--- src/rtl/minibus_slave_regfile.sv ---
`default_nettype none
// ============================================================================
//  Module      : minibus_slave_regfile
//  Description : Parametrised Mini-Bus slave register bank. Each 32-bit
//                register is either read/write, read-only (returns hw_in),
//                or write-1-to-clear sticky status with hardware set.
//                Optional wait states between accept and ack; address,
//                alignment, width and access-mode error detection.
//  Ports       : clk, rst        - clock, synchronous active-high reset
//                sel/wen/ren     - request qualifiers from the decoder/master
//                addr/width      - byte address and access size
//                wdata           - lane-aligned write data
//                ack/err/rdata   - one-cycle response
//                regs_out        - storage contents (RO entries read as 0)
//                hw_in/hw_set    - status inputs / sticky-set pulses
//                wr_pulse        - per-register write strobe
//  Revision    : 1.0 - initial release
// ============================================================================
module minibus_slave_regfile #(
    parameter int                        REGS_COUNT  = 4,
    parameter int                        ADDR_WIDTH  = 8,
    parameter int                        WAIT_STATES = 0,
    parameter logic [REGS_COUNT-1:0]     RO_MASK     = '0,
    parameter logic [REGS_COUNT-1:0]     W1C_MASK    = '0,
    parameter logic [REGS_COUNT*32-1:0]  RESET_VAL   = '0
) (
    input  logic                     clk,
    input  logic                     rst,
    input  logic                     sel,
    input  logic                     wen,
    input  logic                     ren,
    input  logic [ADDR_WIDTH-1:0]    addr,
    input  logic [1:0]               width,
    input  logic [31:0]              wdata,
    output logic                     ack,
    output logic                     err,
    output logic [31:0]              rdata,
    output logic [REGS_COUNT*32-1:0] regs_out,
    input  logic [REGS_COUNT*32-1:0] hw_in,
    input  logic [REGS_COUNT*32-1:0] hw_set,
    output logic [REGS_COUNT-1:0]    wr_pulse
);

    localparam int         c_IDX_W     = ADDR_WIDTH - 2;
    localparam logic [1:0] c_ST_IDLE   = 2'd0;
    localparam logic [1:0] c_ST_WAIT   = 2'd1;
    localparam logic [1:0] c_ST_RESP   = 2'd2;
    // Counter is preloaded with WAIT_STATES-1 so WAIT lasts exactly WAIT_STATES cycles.
    localparam logic [3:0] c_WAIT_LOAD = (WAIT_STATES > 0) ? 4'(WAIT_STATES - 1) : 4'd0;

    logic [1:0]               r_state;
    logic [3:0]               r_wait_cnt;
    logic                     r_err;
    logic [31:0]              r_rdata_hold;
    logic [REGS_COUNT-1:0]    r_wr_pulse;

    logic [c_IDX_W-1:0]       w_idx;
    logic [31:0]              w_idx_ext;
    logic                     w_in_range;
    logic                     w_misalign;
    logic                     w_ro_hit;
    logic                     w_err;
    logic                     w_accept;
    logic                     w_wr_ok;
    logic [31:0]              w_rd_word;
    logic [31:0]              w_lane;
    logic [31:0]              w_wsh;
    logic [REGS_COUNT*32-1:0] w_store;
    logic [REGS_COUNT-1:0]    w_hit_vec;

    assign w_idx      = addr[ADDR_WIDTH-1:2];
    assign w_idx_ext  = 32'(w_idx);
    assign w_in_range = (w_idx_ext < 32'(REGS_COUNT));
    assign w_misalign = ((width == 2'b01) && addr[0]) ||
                        ((width == 2'b10) && (addr[1:0] != 2'b00));

    // Register lookup by index; out-of-range indices fall through to zero.
    always_comb begin
        w_rd_word = '0;
        w_ro_hit  = 1'b0;
        for (int k = 0; k < REGS_COUNT; k++) begin
            if (w_idx_ext == 32'(k)) begin
                w_ro_hit  = RO_MASK[k];
                w_rd_word = RO_MASK[k] ? hw_in[k*32 +: 32] : w_store[k*32 +: 32];
            end
        end
    end

    assign w_err    = (wen && ren) || (width == 2'b11) || !w_in_range ||
                      w_misalign || (wen && w_ro_hit);
    assign w_accept = (r_state == c_ST_IDLE) && sel && (wen || ren);
    assign w_wr_ok  = w_accept && wen && !w_err;

    // Move the lane-aligned write data into its byte position and build the lane mask.
    always_comb begin
        w_lane = 32'hFFFF_FFFF;
        w_wsh  = wdata;
        case (width)
            2'b00: begin
                w_lane = 32'h0000_00FF << {addr[1:0], 3'b000};
                w_wsh  = {24'h0, wdata[7:0]} << {addr[1:0], 3'b000};
            end
            2'b01: begin
                w_lane = addr[1] ? 32'hFFFF_0000 : 32'h0000_FFFF;
                w_wsh  = addr[1] ? {wdata[15:0], 16'h0} : {16'h0, wdata[15:0]};
            end
            default: begin
                w_lane = 32'hFFFF_FFFF;
                w_wsh  = wdata;
            end
        endcase
    end

    genvar i;
    generate
        for (i = 0; i < REGS_COUNT; i++) begin : g_reg
            localparam bit c_RO  = RO_MASK[i];
            localparam bit c_W1C = W1C_MASK[i] && !RO_MASK[i];

            logic [31:0] r_reg;
            logic [31:0] w_next;
            logic        w_hit;

            assign w_hit = w_wr_ok && (w_idx_ext == 32'(i));

            // Hardware set is applied after the bus clear so a simultaneous set wins.
            always_comb begin
                w_next = r_reg;
                if (w_hit) begin
                    w_next = c_W1C ? (r_reg & ~(w_lane & w_wsh))
                                   : ((r_reg & ~w_lane) | (w_wsh & w_lane));
                end
                if (c_W1C) begin
                    w_next = w_next | hw_set[i*32 +: 32];
                end
            end

            always_ff @(posedge clk) begin
                if (rst) begin
                    r_reg <= RESET_VAL[i*32 +: 32];
                end else begin
                    r_reg <= w_next;
                end
            end

            assign w_store[i*32 +: 32]  = r_reg;
            assign regs_out[i*32 +: 32] = c_RO ? 32'h0 : r_reg;
            assign w_hit_vec[i]         = w_hit;
        end
    endgenerate

    // Transaction sequencer. Write commit and read capture happen at accept;
    // the later states only time the response.
    always_ff @(posedge clk) begin
        if (rst) begin
            r_state      <= c_ST_IDLE;
            r_wait_cnt   <= 4'd0;
            r_err        <= 1'b0;
            r_rdata_hold <= '0;
            r_wr_pulse   <= '0;
        end else begin
            r_wr_pulse <= '0;
            case (r_state)
                c_ST_IDLE: begin
                    if (w_accept) begin
                        r_err        <= w_err;
                        r_rdata_hold <= (ren && !w_err) ? w_rd_word : 32'h0;
                        r_wr_pulse   <= w_hit_vec;
                        r_wait_cnt   <= c_WAIT_LOAD;
                        r_state      <= (WAIT_STATES > 0) ? c_ST_WAIT : c_ST_RESP;
                    end
                end
                c_ST_WAIT: begin
                    if (!sel) begin
                        r_state <= c_ST_IDLE;
                    end else if (r_wait_cnt == 4'd0) begin
                        r_state <= c_ST_RESP;
                    end else begin
                        r_wait_cnt <= r_wait_cnt - 4'd1;
                    end
                end
                c_ST_RESP: begin
                    r_state <= c_ST_IDLE;
                end
                default: begin
                    r_state <= c_ST_IDLE;
                end
            endcase
        end
    end

    assign ack      = (r_state == c_ST_RESP);
    assign err      = ack && r_err;
    assign rdata    = ack ? r_rdata_hold : 32'h0;
    assign wr_pulse = r_wr_pulse;

endmodule
`default_nettype wire

--- config.mk ---
export PLATFORM = sky130hd
export DESIGN_NAME = minibus_slave_regfile
export DESIGN_NICKNAME = d
export VERILOG_FILES = /design/src/rtl/minibus_slave_regfile.sv
export SDC_FILE = /design/constraint.sdc
export NUM_CORES = 1
export LEC_CHECK = 0
export ABC_AREA = 0
export ABC_CLOCK_PERIOD_IN_PS = 5100
export CAP_MARGIN = 5
export CORE_AREA = 2 2 180 182
export DETAILED_ROUTE_END_ITERATION = 6
export DIE_AREA = 0 0 182 184
export HOLD_SLACK_MARGIN = 0.15
export PLACE_DENSITY = 0.62
export SLEW_MARGIN = 10
export SYNTH_ARGS = -nofsm -noshare
export SYNTH_HDL_FRONTEND = slang
export SYNTH_SLANG_ARGS = --single-unit
--- constraint.sdc ---
create_clock -name clk -period 5.1 [get_ports clk]
set_input_delay 1.53 -clock clk [delete_from_list [all_inputs] [get_ports clk]]
set_output_delay 1.53 -clock clk [all_outputs]
set_load 0.01 [all_outputs]
Word level (Yosys, flattened, before mapping):

Cells that the tools add are included.

* register bits: 171
* input port bits: 303
* output and inout port bits: 166

* $add $sub $neg: 1
* $lt $le $gt $ge: 1
* eq/ne operators: 12
* shifts and indexed selects: 2
* multiplexer cells: 18
* bitwise operators: 12
* reduce and logical (&&, ||, !) cells: 30

Operators with widths (count)
* $mux W32: 8
* $and A32 B32 Y32: 5
* $or A32 B32 Y32: 4
* $pmux W32 S2: 2
* $logic_not A32 Y1: 1
* $not A32 Y32: 1
* $shl A8 B5 Y32: 1
* $shl A8 B5 Y32 const A: 1
* $logic_and A1 B1 Y1: 13
* $eq A6 B2 Y1 const B: 2
* $mux W4: 3
* $pmux W4 S2: 1
* $eq A2 B2 Y1 const B: 3
* $eq A6 B1 Y1 const B: 1
* $lt A6 B3 Y1 const B: 1
* $mux W2: 3
* $ne A2 B2 Y1 const B: 3
* $logic_or A1 B1 Y1: 5
* $eq A2 B1 Y1 const B: 2
* $logic_not A2 Y1: 2
* $logic_not A4 Y1: 1
* $pmux W2 S2: 1
* $reduce_and A2 Y1: 2
* $reduce_and A4 Y1: 1
* other kinds (6): 9

Depth between registers and ports, before layout:

Gate-level depths: netlist of the first run.

* depth in word-level cells: 7
* depth in mapped cells: 7
* gate-level depth less buffers: 4

Worst setup path before layout of the first run:

OpenSTA, ideal clock, no wires.

* path type: input -> register
* start point: in addr[7]
* end point: reg with a tool-made name
* setup time: 119 ps
* arrival: 3251 ps
* path slack: 1730 ps
* cell stages on the path: 6
* path buffers: 2
* cell sequence: or4_4 -> or3_1 -> buf_6 -> or4_4 -> buf_6 -> mux2i_1

RTL lines
* from (decl): line 32 `input logic [ADDR_WIDTH-1:0] addr,`

Final worst setup path of the first run:

* start point: reg r_state[1]
* end point: out rdata[30]

* word-level cells in the longest chain between the ends: 2

RTL lines
* from (decl): line 51 `logic [1:0] r_state;`
* from (signal assigned): line 156 `r_state <= c_ST_IDLE;`
* from (signal assigned): line 170 `r_state <= (WAIT_STATES > 0) ? c_ST_WAIT : c_ST_RESP;`
* from (signal assigned): line 175 `r_state <= c_ST_IDLE;`
* $eq A2 B2 Y1: line 192 `assign ack = (r_state == c_ST_RESP);`
* $mux W32: line 194 `assign rdata = ack ? r_rdata_hold : 32'h0;`
* to (decl): line 37 `output logic [31:0] rdata,`

Every way passes these cells.

==> impl_metrics.ini, run 1 <==
[setup_path]
path_class = flop to primary output
cp_cell_sequence = buf_4 > and2_1 > clkdlybuf4s50_1
reg2reg_from = r_state[1]
crit_fanout = 22
required_ns = 3.57
r2r_slack_ns = 2.31
worst_setup_path_end_kind = primary output
crit_path_max_incr_delay_ns = 0.90
arrival_ns = 2.48
reg2reg_depth = 5
critPathLaunchType = flop
worst_path_max_delay_cell = dfxtp_1
crit_buf_inv = 2
crit_family = buffers and inverters

[final_layout]
final_cell_area_um2 = 11200
fin_nets = 1331
mostFrequentLayoutCell = clkdlybuf4s50_1
drive_gt1_frac = 0.101
syn2layout_area_growth_pct = 39.1
final_cell_mix = clkdlybuf4s50_1 (209), dfxtp_1 (166), nand2b_1 (139)
stdcell_count = 1444
num-fill-cells = 3177

[synthesis]
syn_area_um2 = 8030
synth_top_cells_by_area = dfxtp_1 (41%), mux2i_1 (16%), nand2b_1 (11%), mux2_2 (4.3%), o32ai_1 (3.4%)
yosys_warnings = 0
syn_avg_cell_area_um2 = 9.60
ys_types = 40
synth_seq_cells = 166
mappedNetlistNets = 1139
synth_top_area_frac = 0.414
ys_seq_area_frac = 0.414
yosysTopAreaCell = dfxtp_1
netlist_instances = 836

[die]
core_region_area_um2 = 31400
io_pins = 469
die_w_um = 182
die_h_um = 184
dieArea_um2 = 33500
rows = 65
initial_core_util = 0.256

[sta]
slew_violations = 0
finalCritPeriodShare = 0.785
finalHoldViolCount = 0
layout_setup_ws_ns = 1.09
fin_crit_ns = 4.01
fmax_mhz = 250
tightest_slew_ns = 0.947
hold_slack_ns = 0.454
setup_tns_ns = 0
setup_viol = 0
max-slew-margin-rel = 0.366
rsz0062_at_grt = no
skew_ns = 0.0150

[hold_path]
holdPathStages = 2
min_from = r_rdata_hold[15]
hold_path_end = r_rdata_hold[15]
hp-class = flop to flop

[placement]
dp_slack_ns = 0.821
place_area_um2 = 10600
io_buffer_count = 212
dp.cells = 1411
dpl.hpwl_mm = 21.3
gp_congestion = 0.754

[power]
netSwitchingFraction = 0.256
intPower_mw = 2.12
vdd_drop_max_uv = 168
p_leak_nw = 4.30
power_density_nw_per_um2 = 255
p_sw_mw = 0.732
clkPwrFrac = 0.470
power.share.sequential = 0.456
comb_power_share = 0.074

[cts]
cts.sinks = 166
root_buffer = clkbuf_16
cts_setup_buffers = 0
cts_tree = built
h-tree-depth = 4
cts-resized-gates = 0
cts_buffers = 17
clk_latency_ns = 0.43
clock_path_buffers = 2
cts_hold_buf = 0
clkTransAtPathRegs_ns = 0.08

[route]
wl_mm = 29.7
drt-initial-drc-count = 448
detail-route-antenna-nets = 0
dr.pass1.iters = 5
via_count = 6851
route.detailed.drc = 0
wl_per_cell_um = 20.6
via_per_inst = 4.74

[grt]
grt_pass1_wl_mm = 43.9
antenna_found_initial = 5
grt_max_degree = 68
first_global_vias = 6876
gr-total-overflow = 0
grt_use_total = 0.175

[run]
maxCapViolCount = 0

[status]
outcome = complete, no violations
power by group through the flow:
| stage | logic (mW) | clock network [mW] | registers (mW) |
|---|---|---|---|
| floorplan | 0.119 | 0 | 1.33 |
| global placement | 0.210 | 0 | 1.33 |
| detailed placement | 0.211 | 0 | 1.33 |
| CTS | 0.212 | 1.37 | 1.30 |
| global route | 0.226 | 1.42 | 1.30 |
| finish | 0.211 | 1.34 | 1.30 |
layer usage:
metal | track usage | wire length, um
met5 | 0 | 50
met4 | 0.0477 | 452
met3 | 0.0620 | 2550
met2 | 0.261 | 12500
met1 | 0.237 | 14200
Yosys cell counts, drive strengths merged:
library cell  count
dfxtp           166
nand2b          139
mux2i           128
clkbuf           53
nor2             36
nand2            35
and2             34
inv              34
a21o             33
mux2             31
o22ai            31
o32ai            31
nand4b           12
buf              11
nand3b            9
o21ai             9
nor4              7
nand3             6
and3              4
nand4             4
or4               4
a21oi             3
nor3              3
and4              2
nor2b             2
a221oi            1
a32oi             1
mux4              1
nor3b             1
nor4b             1
o31ai             1
or2               1
or3               1
xor2              1
worst min-delay path: stages, from the launching register on:
cell	delay, ns
dfxtp_1	0.31
inv_1	0.05
o32ai_1	0.05
per-stage QoR:
stage / utilization / power (mW)
after floorplan: - / 1.45
after global placement: 0.337 / 1.54
after detailed placement: 0.337 / 1.54
after CTS: 0.356 / 2.88
after global routing: 0.356 / 2.95
final: 0.356 / 2.85
worst max path at each step:
stage | slack (ns) | end | start | cells after the start
after floorplan | 1.73 | flop | addr[7] | 6
after global placement | 0.84 | flop | addr[7] | 5
after detailed placement | 0.82 | flop | addr[7] | 5
after CTS | 1.02 | rdata[31] | r_state[1] | 3
after global routing | 0.92 | rdata[31] | r_state[1] | 3
final | 1.09 | rdata[30] | r_state[1] | 3
kinds of logic after synthesis:
| family | share of synthesized area |
|---|---|
| buf+inv | 0.0483 |
| mux | 0.206 |
| flops | 0.414 |
| xor+xnor | 0.00109 |
| compound gates | 0.0994 |
| simple gates | 0.231 |
cell type report:
cell class              count  area [um^2]  share of cell area
clock inverters            14          166              0.0149
clock buffers              17          425              0.0381
diodes                      2         5.00            0.000448
multi-input cells         572         4320               0.387
repair buffers            237         2300               0.206
inverters                  34          128              0.0114
flip-flops and latches    166         3320               0.297
well taps                 402          503              0.0450
Power figures use the tool's default switching activity.
==> run 2: changes to the inputs <==
--- a/config.mk
+++ b/config.mk
@@ -6,13 +6,13 @@
 export NUM_CORES = 1
 export LEC_CHECK = 0
 export ABC_AREA = 0
-export ABC_CLOCK_PERIOD_IN_PS = 5100
+export ABC_CLOCK_PERIOD_IN_PS = 4100
 export CAP_MARGIN = 5
-export CORE_AREA = 2 2 180 182
+export CORE_AREA = 2 2 182 184
 export DETAILED_ROUTE_END_ITERATION = 6
-export DIE_AREA = 0 0 182 184
+export DIE_AREA = 0 0 184 186
 export HOLD_SLACK_MARGIN = 0.15
-export PLACE_DENSITY = 0.62
+export PLACE_DENSITY = 0.61
 export SLEW_MARGIN = 10
 export SYNTH_ARGS = -nofsm -noshare
 export SYNTH_HDL_FRONTEND = slang
==> constraint.sdc (replaced) <==
create_clock -name clk -period 4.1 [get_ports clk]
set_input_delay 1.23 -clock clk [delete_from_list [all_inputs] [get_ports clk]]
set_output_delay 1.23 -clock clk [all_outputs]
set_load 0.01 [all_outputs]
==> impl_metrics.ini, run 2 (synthesis results as in run 1) <==
[setup_path]
reg2reg_depth = 5
r2r_slack_ns = 1.49
critPathLaunchType = input port
crit_path_start = addr[1]
crit_buf_inv = 1
worst_path_max_delay_cell = or4_1
required_ns = 4.39
reg2reg_from = r_state[1]
arrival_ns = 3.76
path_class = input port to flop
cp_cell_sequence = clkdlybuf4s50_1 > o31ai_1 > nand3_1 > or4_1 > mux2i_1
crit_family = simple AND/OR/NAND/NOR gates
crit_path_max_incr_delay_ns = 0.95
crit_fanout = 8
worst_setup_path_end_kind = flop

[die]
rows = 66
io_pins = 469
core_region_area_um2 = 32200
dieArea_um2 = 34200
initial_core_util = 0.249
die_w_um = 184
die_h_um = 186

[grt]
grt_use_total = 0.173
grt_max_degree = 73
grt_pass1_wl_mm = 43.8
gr-total-overflow = 0
antenna_found_initial = 7
first_global_vias = 6858

[route]
dr.pass1.iters = 5
dr_wl_met3_mm = 2.75
route.detailed.drc = 0
via_per_inst = 4.76
wl_mm = 29.6
drt-initial-drc-count = 522
detail-route-antenna-nets = 0
top_layer = met5
wl_per_cell_um = 20.2
drt-met1-wl_mm = 14.0
via_count = 6984
route.met2.wl_mm = 12.4

[power]
vdd_drop_max_uv = 275
p_leak_nw = 4.37
comb_power_share = 0.077
netSwitchingFraction = 0.276
intPower_mw = 2.55
total_power_mw = 3.53
clkPwrFrac = 0.465
power.share.sequential = 0.458
p_sw_mw = 0.972
power_density_nw_per_um2 = 312

[placement]
dpl.hpwl_mm = 21.8
dp.cells = 1431
place_area_um2 = 10700
gp_congestion = 0.783
dp_slack_ns = 0.215
io_buffer_count = 212

[hold_path]
min_from = r_rdata_hold[24]
holdPathStages = 2
hold_path_end = r_rdata_hold[24]
hp-class = flop to flop

[final_layout]
syn2layout_area_growth_pct = 40.7
mostFrequentLayoutCell = clkdlybuf4s50_1
num-fill-cells = 3245
fin_nets = 1345
multi_input_area_um2 = 4320
seqCellArea_um2 = 3320
stdcell_count = 1467
final_cell_area_um2 = 11300
drive_gt1_frac = 0.114
final_util = 0.351
final_cell_mix = clkdlybuf4s50_1 (209), dfxtp_1 (166), nand2b_1 (139)

[sta]
rsz0062_at_grt = no
setup_viol = 0
fin_crit_ns = 3.47
slew_violations = 0
skew_ns = 0.0101
setup_tns_ns = 0
layout_setup_ws_ns = 0.632
hold_slack_ns = 0.453
max-slew-margin-rel = 0.507
finalCritPeriodShare = 0.846
fmax_mhz = 288
tightest_slew_ns = 0.735
finalHoldViolCount = 0

[cts]
clkTransAtPathRegs_ns = 0.08
clock_path_buffers = 2
h-tree-depth = 4
cts.sinks = 166
cts_setup_buffers = 0
cts_hold_buf = 0
cts_buffers = 17
cts-resized-gates = 0
cts_tree = built
root_buffer = clkbuf_16
clk_latency_ns = 0.44

[status]
outcome = complete, no violations

[run]
maxCapViolCount = 0
-- run 2: cell type report --
class,count,area share
antenna,4,0.000886
timing repair buffer,251,0.213
sequential,166,0.294
multi-input combinational,572,0.383
inverter,34,0.0113
clock inverter,15,0.0154
tap,408,0.0452
clock buffer,17,0.0377
-- run 2: worst max-delay path by stage --
stage | to | cells after the start
2_1_floorplan | flop | 6
3_5_place_dp | flop | 5
3_3_place_gp | flop | 5
5_1_grt | rdata[31] | 3
6_report | flop | 5
4_1_cts | rdata[31] | 3
-- run 2: per-layer routing --
| metal | global-route usage | vias up |
|---|---|---|
| met4 | 0.0451 | 6 |
| met1 | 0.236 | 3326 |
| met3 | 0.0671 | 32 |
| li1 | - | 3336 |
| met2 | 0.253 | 284 |
| met5 | 0 | - |
-- run 2: power by group through the flow --
stage | Combinational (mW) | Clock, mW | Sequential, mW
after floorplan | 0.149 | 0 | 1.65
after global placement | 0.268 | 0 | 1.65
after detailed placement | 0.271 | 0 | 1.65
after CTS | 0.271 | 1.68 | 1.61
after global routing | 0.291 | 1.75 | 1.62
final | 0.271 | 1.64 | 1.61
-- run 2: worst reg2reg max path, cell delays in order, from the launching register on --
cell	delay [ns]
dfxtp_1	0.40
buf_4	0.28
nor2b_1	0.29
nand3_1	0.33
or4_1	0.95
mux2i_1	0.23
